[src/rtl/op_seq_pkg.sv]
// op_seq_pkg: shared definitions for the operand-fetch / execute / write-back
// sequencer. Holds the 3-bit state encoding and the operation codes.
package op_seq_pkg;

  // Explicit 3-bit codes, so the encoding stays fixed whatever the tool does.
  typedef enum logic [2:0] {
    S_IDLE = 3'd0,
    S_RD_A = 3'd1,
    S_LD_A = 3'd2,
    S_RD_B = 3'd3,
    S_LD_B = 3'd4,
    S_EXEC = 3'd5,
    S_WB   = 3'd6,
    S_DONE = 3'd7
  } state_e;

  localparam logic OP_ADD = 1'b0;
  localparam logic OP_SUB = 1'b1;

endpackage

[src/rtl/addsub_core.sv]
// addsub_core: combinational WIDTH-bit adder/subtractor with flags.
//   a, b  : operands
//   sub   : 0 = a+b, 1 = a-b (computed as a + ~b + 1)
//   sum   : low WIDTH bits of the result (wraps)
//   cout  : carry-out for ADD, no-borrow (a >= b unsigned) for SUB
//   ovf   : signed two's-complement overflow
module addsub_core #(
  parameter int WIDTH = 64
) (
  input  logic [WIDTH-1:0] a,
  input  logic [WIDTH-1:0] b,
  input  logic             sub,
  output logic [WIDTH-1:0] sum,
  output logic             cout,
  output logic             ovf
);

  logic [WIDTH-1:0] b_eff;
  logic [WIDTH:0]   sum_ext;

  always_comb begin
    b_eff   = sub ? ~b : b;
    // The subtract's +1 rides in as the carry-in, so one adder serves both ops.
    sum_ext = {1'b0, a} + {1'b0, b_eff} + {{WIDTH{1'b0}}, sub};
    sum     = sum_ext[WIDTH-1:0];
    cout    = sum_ext[WIDTH];
    // Overflow: both addends share a sign and the result's sign differs.
    ovf     = (a[WIDTH-1] == b_eff[WIDTH-1]) && (sum_ext[WIDTH-1] != a[WIDTH-1]);
  end

endmodule

[src/rtl/op_sequencer.sv]
// op_sequencer: start/busy/done sequencer that fetches two operands from a
// 1-cycle-latency data memory, performs ADD or SUB, and optionally writes the
// result back.
//   clk, rst                  : clock, asynchronous active-high reset
//   start, op, wb_en          : request, operation (0 ADD / 1 SUB), write-back enable
//   addr_a, addr_b, addr_dst  : operand and destination addresses
//   busy, done                : busy from accept to IDLE; one-cycle done pulse
//   result, carry, ovf        : registered result and flags of the last EXEC
//   mem_addr, mem_re, mem_we  : memory address and strobes
//   mem_wdata, mem_rdata      : write data (= result) and read data (1-cycle latency)
module op_sequencer
  import op_seq_pkg::*;
#(
  parameter int WIDTH  = 64,
  parameter int ADDR_W = 5
) (
  input  logic              clk,
  input  logic              rst,
  input  logic              start,
  input  logic              op,
  input  logic              wb_en,
  input  logic [ADDR_W-1:0] addr_a,
  input  logic [ADDR_W-1:0] addr_b,
  input  logic [ADDR_W-1:0] addr_dst,
  output logic              busy,
  output logic              done,
  output logic [WIDTH-1:0]  result,
  output logic              carry,
  output logic              ovf,
  output logic [ADDR_W-1:0] mem_addr,
  output logic              mem_re,
  output logic              mem_we,
  output logic [WIDTH-1:0]  mem_wdata,
  input  logic [WIDTH-1:0]  mem_rdata
);

  state_e state_q, state_d;

  logic              op_q, wb_en_q;
  logic [ADDR_W-1:0] addr_a_q, addr_b_q, addr_dst_q;
  logic [WIDTH-1:0]  opa_q, opb_q, result_q;
  logic              carry_q, ovf_q;

  logic [WIDTH-1:0]  core_sum;
  logic              core_cout, core_ovf;

  addsub_core #(.WIDTH(WIDTH)) u_core (
    .a    (opa_q),
    .b    (opb_q),
    .sub  (op_q == OP_SUB),
    .sum  (core_sum),
    .cout (core_cout),
    .ovf  (core_ovf)
  );

  // Next-state and Moore outputs, all decoded from the registered state.
  always_comb begin
    // NOTE: every output gets a default first so no path through the case
    // leaves a signal unassigned, which would infer a latch.
    state_d  = state_q;
    busy     = (state_q != S_IDLE);
    done     = 1'b0;
    mem_addr = '0;
    mem_re   = 1'b0;
    mem_we   = 1'b0;
    unique case (state_q)
      S_IDLE: if (start) state_d = S_RD_A;
      S_RD_A: begin
        mem_addr = addr_a_q;
        mem_re   = 1'b1;
        state_d  = S_LD_A;
      end
      S_LD_A: state_d = S_RD_B;
      S_RD_B: begin
        mem_addr = addr_b_q;
        mem_re   = 1'b1;
        state_d  = S_LD_B;
      end
      S_LD_B: state_d = S_EXEC;
      S_EXEC: state_d = wb_en_q ? S_WB : S_DONE;
      S_WB: begin
        mem_addr = addr_dst_q;
        mem_we   = 1'b1;
        state_d  = S_DONE;
      end
      S_DONE: begin
        done    = 1'b1;
        state_d = S_IDLE;
      end
      default: state_d = S_IDLE;
    endcase
  end

  // NOTE: sequential state uses non-blocking assignments so every register
  // samples pre-edge values regardless of statement order.
  always_ff @(posedge clk or posedge rst) begin
    if (rst) begin
      // NOTE: operand and latched-field registers are reset too, so an abort
      // leaves no stale operands or destination visible after release.
      state_q    <= S_IDLE;
      op_q       <= 1'b0;
      wb_en_q    <= 1'b0;
      addr_a_q   <= '0;
      addr_b_q   <= '0;
      addr_dst_q <= '0;
      opa_q      <= '0;
      opb_q      <= '0;
      result_q   <= '0;
      carry_q    <= 1'b0;
      ovf_q      <= 1'b0;
    end else begin
      state_q <= state_d;
      // Request fields are captured only on accept; later input changes are ignored.
      if (state_q == S_IDLE && start) begin
        op_q       <= op;
        wb_en_q    <= wb_en;
        addr_a_q   <= addr_a;
        addr_b_q   <= addr_b;
        addr_dst_q <= addr_dst;
      end
      if (state_q == S_LD_A) opa_q <= mem_rdata;
      if (state_q == S_LD_B) opb_q <= mem_rdata;
      if (state_q == S_EXEC) begin
        result_q <= core_sum;
        carry_q  <= core_cout;
        ovf_q    <= core_ovf;
      end
    end
  end

  assign result    = result_q;
  assign carry     = carry_q;
  assign ovf       = ovf_q;
  assign mem_wdata = result_q;

endmodule
[config.mk]
export PLATFORM = sky130hd
export DESIGN_NAME = op_sequencer
export DESIGN_NICKNAME = d
export VERILOG_FILES = /design/src/rtl/op_seq_pkg.sv /design/src/rtl/addsub_core.sv /design/src/rtl/op_sequencer.sv
export SDC_FILE = /design/constraint.sdc
export NUM_CORES = 1
export LEC_CHECK = 0
export ABC_AREA = 1
export BUFFER_PORTS_ARGS = -buffer_cell sky130_fd_sc_hd__buf_2
export CORE_MARGIN = 2
export CORE_UTILIZATION = 50
export DETAILED_ROUTE_END_ITERATION = 8
export HOLD_SLACK_MARGIN = 0.03
export PLACE_DENSITY = 0.72
export SLEW_MARGIN = 10
export SYNTH_ARGS = -nofsm -noshare
export SYNTH_HDL_FRONTEND = slang
export SYNTH_SLANG_ARGS = --single-unit
[constraint.sdc]
create_clock -name clk -period 13.1 [get_ports clk]
set_input_delay 1.965 -clock clk [delete_from_list [all_inputs] [get_ports clk]]
set_output_delay 1.965 -clock clk [all_outputs]
set_load 0.01 [all_outputs]
After elaboration in Yosys (flattened, before gate mapping) --
Index checks and enable logic that the tools add are counted.
Word-level totals: register bits 214, bits in latches 0, memory bits (writable) 0, bits in read-only memories 0, input port bits 84, memories kept 0
Cells by class: add/sub/neg operators 2, multipliers 0, div/mod/pow operators 0, order comparisons 0, equality and inequality tests 10, shift-type cells 0, mux-type cells 8, bitwise gates (word level) 1, reduce and logical (&&, ||, !) cells 5
Operator list (count):
- $add A64 B64 Y65 | 1
- $add A65 B1 Y65 | 1
- $mux W64 | 1
- $not A64 Y64 | 1
- $pmux W3 S8 | 1
- $pmux W5 S3 | 1
- $eq A3 B3 Y1 const B | 4
- $eq A3 B2 Y1 const B | 2
- $mux W1 | 4
- $eq A3 B1 Y1 const B | 1
- $logic_not A3 Y1 | 1
- $mux W3 | 1
- $reduce_bool A3 Y1 | 1
- $logic_and A1 B1 Y1 | 2
- $ne A2 B2 Y1 const B | 1
- $reduce_or A2 Y1 | 1
- $eq A1 B1 Y1 | 1
- $ne A1 B1 Y1 | 1

Longest topological paths before layout --
Gate-level depths: netlist of the first run.
word-level depth 6, gate-level depth with buffers 19, gate-level depth less buffers 19

By module --
From an unflattened synthesis of the first run, not the netlist that was laid out.
Second synthesis, totals: cell total of the unflattened synthesis 2004, area total of the unflattened synthesis 14463.9 sq um
Modules (own cells, without submodules):
- op_sequencer | instances 1, cells an instance 948, area each 8847.2 sq um, sequential area each 5355.1 sq um
- addsub_core | instances 1, cells an instance 1056, area each 5616.6 sq um, sequential area each 0.0 sq um

Worst setup path after synthesis of the first run --
OpenSTA, ideal clock, no wires.
kind flip-flop to output port, from register state_q[0], to output mem_addr[0], arrival 1.188 ns, data required time 11.135 ns, setup slack 9.947 ns, cell stages (with the launch flop) 6, cell sequence dfrtp_1 -> inv_1 -> nand2_1 -> nor2_1 -> nand2_1 -> nand3_1
On the way: cells in the longest elaborated chain, start to end 2, elaborated cells between the ends (all ways) 4, classes of those cells eq/ne (3); mux (1)
RTL lines:
- start: declaration | line op_sequencer.sv:37 | state_e state_q, state_d;
- start signal: assignment | line op_sequencer.sv:112 | state_q <= state_d;
- $eq A3 B3 Y1, or another cell as far along | line op_sequencer.sv:66 | unique case (state_q)
- $pmux W5 S3 (*) | line op_sequencer.sv:66
- end: declaration | line op_sequencer.sv:30 | output logic [ADDR_W-1:0] mem_addr,
Mark *: on every way between the ends. The rest lies on a longest branch, timed or not.

Final worst setup path of the first run --
from register state_q[0], to output mem_addr[3]
The elaborated chain is that of the path after synthesis.

==> results of run 1 <==
[cell usage after synthesis (28+ instances only)]
library cell | instances | share of area [%]
buf_4 | 64 | 3.4
clkbuf_1 | 33 | 0.87
a21oi_1 | 77 | 2.7
xnor2_1 | 28 | 1.7
o21ai_0 | 187 | 6.6
xor2_1 | 63 | 3.9
ha_1 | 63 | 5.5
nand3_1 | 83 | 2.9
nor2_1 | 122 | 3.2
inv_1 | 283 | 7.4
nand2_1 | 662 | 17
dfrtp_1 | 214 | 38
[path summary, 6_finish.rpt]
| kind | from | endpoint | slack [ns] |
|---|---|---|---|
| max in group asynchronous | rst | mem_wdata[53] | 9.90 |
| worst max-delay path | state_q[0] | mem_addr[3] | 9.15 |
| worst min-delay path | ovf | ovf | 0.49 |
| worst max register to register | op_q | mem_wdata[52] | 9.54 |
| worst min register to register | ovf | ovf | 0.49 |
| min in group asynchronous | rst | addr_a_q[1] | 1.63 |
[cell families after synthesis]
family,count (synthesis),synth area share [%]
buf+inv,400,12.3
simple gates,935,27.1
xor+xnor,91,5.59
fa+ha+maj,64,5.66
flops,214,37.5
compound gates,291,10.5
mux,17,1.34
[routing by layer]
metal	global-route usage [%]	routed length [µm]	vias up
li1	-	-	6493
met5	0	13	-
met4	5.72	772	2
met3	4.11	3230	54
met1	41.2	19800	5991
met2	40.3	16800	459
[cell usage in the layout, fill, tap and decap left out, types with 2 or more instances in the layout]
master / n
buf_2: 222
o21ai_0: 187
xor2_1: 63
nand4_1: 10
and2_1: 3
nand3_2: 6
xnor2_1: 28
o21ai_1: 13
clkbuf_16: 23
nor3_2: 2
ha_1: 63
mux2_2: 17
inv_1: 282
or2_1: 4
nand2_1: 661
nor2_1: 122
nor3_4: 2
dfrtp_1: 213
nor3_1: 7
a21oi_1: 77
nor2_2: 3
clkbuf_8: 7
clkbuf_1: 4
nor2_4: 2
inv_2: 4
or2_2: 3
nand2_2: 19
buf_4: 4
o21bai_1: 8
nand3_1: 82
a21boi_0: 2
nand3b_1: 4
[cell type report]
type	instances	area (µm²)	area share [%]
multi-input cells	1398	7180	44.9
flip-flops and latches	214	5360	33.5
repair buffers	226	1140	7.14
inverters	287	1080	6.79
clock buffers	34	687	4.30
well taps	378	473	2.96
clock inverters	4	62.6	0.391
[tightest hold or removal path, stage by stage (launching register included)]
cell and delay (ns):
dfrtp_1 0.35, nand2_1 0.05, nand2_1 0.05
[flip-flops by register name (all words and copies together) (netlist names)]
signal,flops
wb_en_q,1
opb_q,64
mem_wdata,64
opa_q,64
state_q,3
addr_b_q,5
addr_dst_q,5
addr_a_q,5
ovf,1
op_q,1
carry,1
[per-stage QoR]
stage / setup slack [ns] / hold WS, ns
after global routing: 8.97 / 0.512
after detailed placement: 9.30 / 0.469
after global placement: 9.34 / 0.476
final: 9.15 / 0.485
after floorplan: 5.28 / 0.459
after CTS: 9.12 / 0.493
==> qor.csv, run 1 <==
metric,value,unit
status,completed,
cts_tree,yes,
async_flop_share,100,%
vias_per_cell,5.12,
antenna_cells,0,
drive_above_1_share,15.0,%
hpwl,31800,µm
htreeDepth,1,
endpoint_kind,primary output,
slew_headroom,20.6,%
critPathArrivalTime,1.98,ns
fin_crit_sh,30.1,%
synth_edf_count,0,
avgRoutedWirePerCell,16.0,µm
antenna_left,0,
gp_congestion,1.03,
synth.distinct_cells,39,
final_util,57.2,%
io-pin-count,223,
overflow,0,
grt_start_max_net_pins,143,
netlist_area,0.0143,mm²
cts-root-buf,clkbuf_16,
antenna_found_initial,1,
synthCells,2012,
rsz0062_at_grt,no,
fin_nets,2298,
synthFlopType,dfrtp_1,
drc,0,
insertion_delay,0.55,ns
skew,0.0348,ns
crit_cells,6,
cts_buffers,23,
placed_cells,2503,
maxCapViolCount,0,
cp_slowest_cell,dfrtp_1,
start_util,51.1,%
cts_buffer_depth,3,
synth_nets,2160,
synth_seq_cells,214,
yosysWarnings,0,
chipWidth,173,µm
yosysSeqAreaShare,37.5,%
first_global_vias,12200,
dieArea,0.0299,mm²
vias,13000,
ctsResizeCount,0,
fin_crit,3.95,ns
coreArea,0.0279,mm²
cp_num_buf_inv,2,
min_path_type,reg2reg,
cp_top_family,simple AND/OR/NAND/NOR gates,
cp.required,11.14,ns
hold_depth,2,
maxSlewViolCount,0,
dr.pass1.iters,6,
port_buffers,222,
grt_pass1_wl,64700,µm
final.fill_count,2757,
die_y,173,µm
cts_hold_buf,0,
worstMarginPinSlew,1.19,ns
drt_wl_total,40600,µm
reg2reg_depth,14,
setup_viol,0,
syn_to_final_growth,12.0,%
fmax,0.253,GHz
finalHoldViolations,0,
grtUsageTotal,27.0,%
cp_common_cell,nand2_1,
cts_setup_buffers,0,
criticalPathCategory,reg2out,
clkSinkCount,214,
path_cells,inv_1 -> nand2_1 -> nor2_1 -> nand2_1 -> nand3_1 -> buf_2,
critPathLaunchType,flip-flop,
tns,0,ns
num_rows,61,
cp_max_fo,6,
clk_pin_slew,0.06,ns
drt-initial-drc-count,1072,
place_area,0.0152,mm²
design_area,0.0160,mm²
max_stage_delay,0.40,ns
final_cells,2541,
synth_area_per_cell,7.09,µm²
Power of run 1 is not shown: default switching activity piles up to over one toggle a cycle in this logic, so the estimate is an artifact.
==> run 2: changes to the inputs <==
PLACE_DENSITY = 0.75   (was 0.72)
clock period = 3.4 ns   (was 13.1 ns; I/O delays follow)
==> run 2 against run 1 <==
Net effect: register-to-register slack worse by 9.1 ns; first-iteration DRC count about the same; clock-buffer cell count down 3; flip-flop and latch count unchanged; non-clock buffer count up 11; design area up 1.9%; critical path depth up 8; core utilization up 1.1 points; critical path type is now reg2reg; largest cell class unchanged.
==> qor.csv, run 2 (synthesis gave the netlist of run 1 again) <==
metric,value,unit
cts_buffer_depth,3,
reg2reg_slack,0.41,ns
rsz0062_at_grt,no,
dieArea,0.0299,mm²
chipWidth,173,µm
critPathLaunchType,flip-flop,
fin_crit_sh,88.0,%
skew,0.0328,ns
grtUsageTotal,28.5,%
htreeDepth,1,
cts-root-buf,clkbuf_16,
cp_max_fo,35,
cts_hold_buf,0,
die_y,173,µm
vias_per_cell,5.19,
io-pin-count,223,
fmax,0.334,GHz
status,completed,
gp_congestion,1.00,
cts_setup_buffers,0,
endpoint_kind,flip-flop,
criticalPathCategory,reg2reg,
avgRoutedWirePerCell,16.8,µm
maxSlewViolCount,0,
syn_to_final_growth,14.2,%
cp_common_cell,nand2_1,
setup_viol,0,
ctsResizeCount,0,
antenna_cells,0,
hpwl,33900,µm
drt_wl_total,43000,µm
vias,13300,
critPathArrivalTime,3.41,ns
fin_nets,2310,
dr.pass1.iters,7,
max_stage_delay,0.50,ns
num_rows,61,
overflow,0,
antenna_found_initial,1,
antenna_left,0,
cp.required,3.81,ns
drt-initial-drc-count,1071,
clk_pin_slew,0.06,ns
clkSinkCount,214,
min_path_type,in2async,
tns,0,ns
cp_slowest_cell,dfrtp_4,
first_global_vias,12400,
insertion_delay,0.54,ns
coreArea,0.0279,mm²
fin_crit,2.99,ns
cts_buffers,24,
maxCapViolCount,0,
finalHoldViolations,0,
layout_commonest_cell,nand2_1,
drc,0,
drive_above_1_share,15.6,%
port_buffers,222,
worstMarginPinSlew,1.19,ns
slew_headroom,20.8,%
grt_start_max_net_pins,129,
cts_tree,yes,
path_cells,buf_12 -> xor2_1 -> ha_1 -> nand2_1 -> nor2_1 -> inv_1 -> nor2_1 -> nand2_1 -> nor2_1 -> nand2_1 -> nand3_1 -> nand2_1 -> nand3_1 -> nand2_1,
final_cells,2558,
final_cell_mix,"661 x nand2_1, 282 x inv_1, 222 x buf_2, 213 x dfrtp_1, 187 x o21ai_0",
start_util,51.1,%
placed_cells,2514,
grt_pass1_wl,67600,µm
==> run 2: worst max-delay path, delay by kind of cell (launching register included) <==
kind	cells	cell delay [ns]
xor gates and xnor gates	1	0.17
adders and majority gates	1	0.47
buffers and inverters	2	0.26
DFF	1	0.50
and+or+nand+nor	10	1.44
==> run 2: final cells by class <==
type                    count  area (µm²)
clock buffers              31         658
clock inverters            13         249
fillers                  2713       11600
inverters                 287        1080
multi-input cells        1398        7180
flip-flops and latches    214        5360
well taps                 378         473
repair buffers            237        1300
==> run 2: stage by stage <==
step	setup slack [ns]	area (µm²)	util (%)	hold WS (ns)
detailed placement	0.503	15400	55.1	0.477
finish	0.408	16300	58.3	0.0458
global placement	0.490	15400	55.1	0.477
floorplan	0.106	14300	-	0.459
CTS	0.470	16300	58.3	0.0495
global route	0.203	16300	58.3	0.0822
==> run 2: final timing paths <==
kind | from | end | cells past startpoint
worst max-delay path | op_q | mem_wdata[53] | 14
worst max register to register | op_q | mem_wdata[53] | 14
worst min-delay path | rst | mem_wdata[0] | 2
min in group clk | addr_dst[0] | addr_dst_q[0] | 2
max in group asynchronous | rst | mem_wdata[47] | 4
worst min register to register | mem_wdata[50] | mem_wdata[50] | 2
==> run 2: metal layers <==
| metal | up-vias | share of wire, % | track usage, % |
|---|---|---|---|
| met1 | 6128 | 48 | 43.1 |
| li1 | 6524 | - | - |
| met4 | 2 | 2.1 | 6.29 |
| met2 | 555 | 41 | 42.1 |
| met3 | 62 | 8.8 | 5.52 |
| met5 | - | 0.030 | 0 |
Power of run 2 is left out for the same reason.
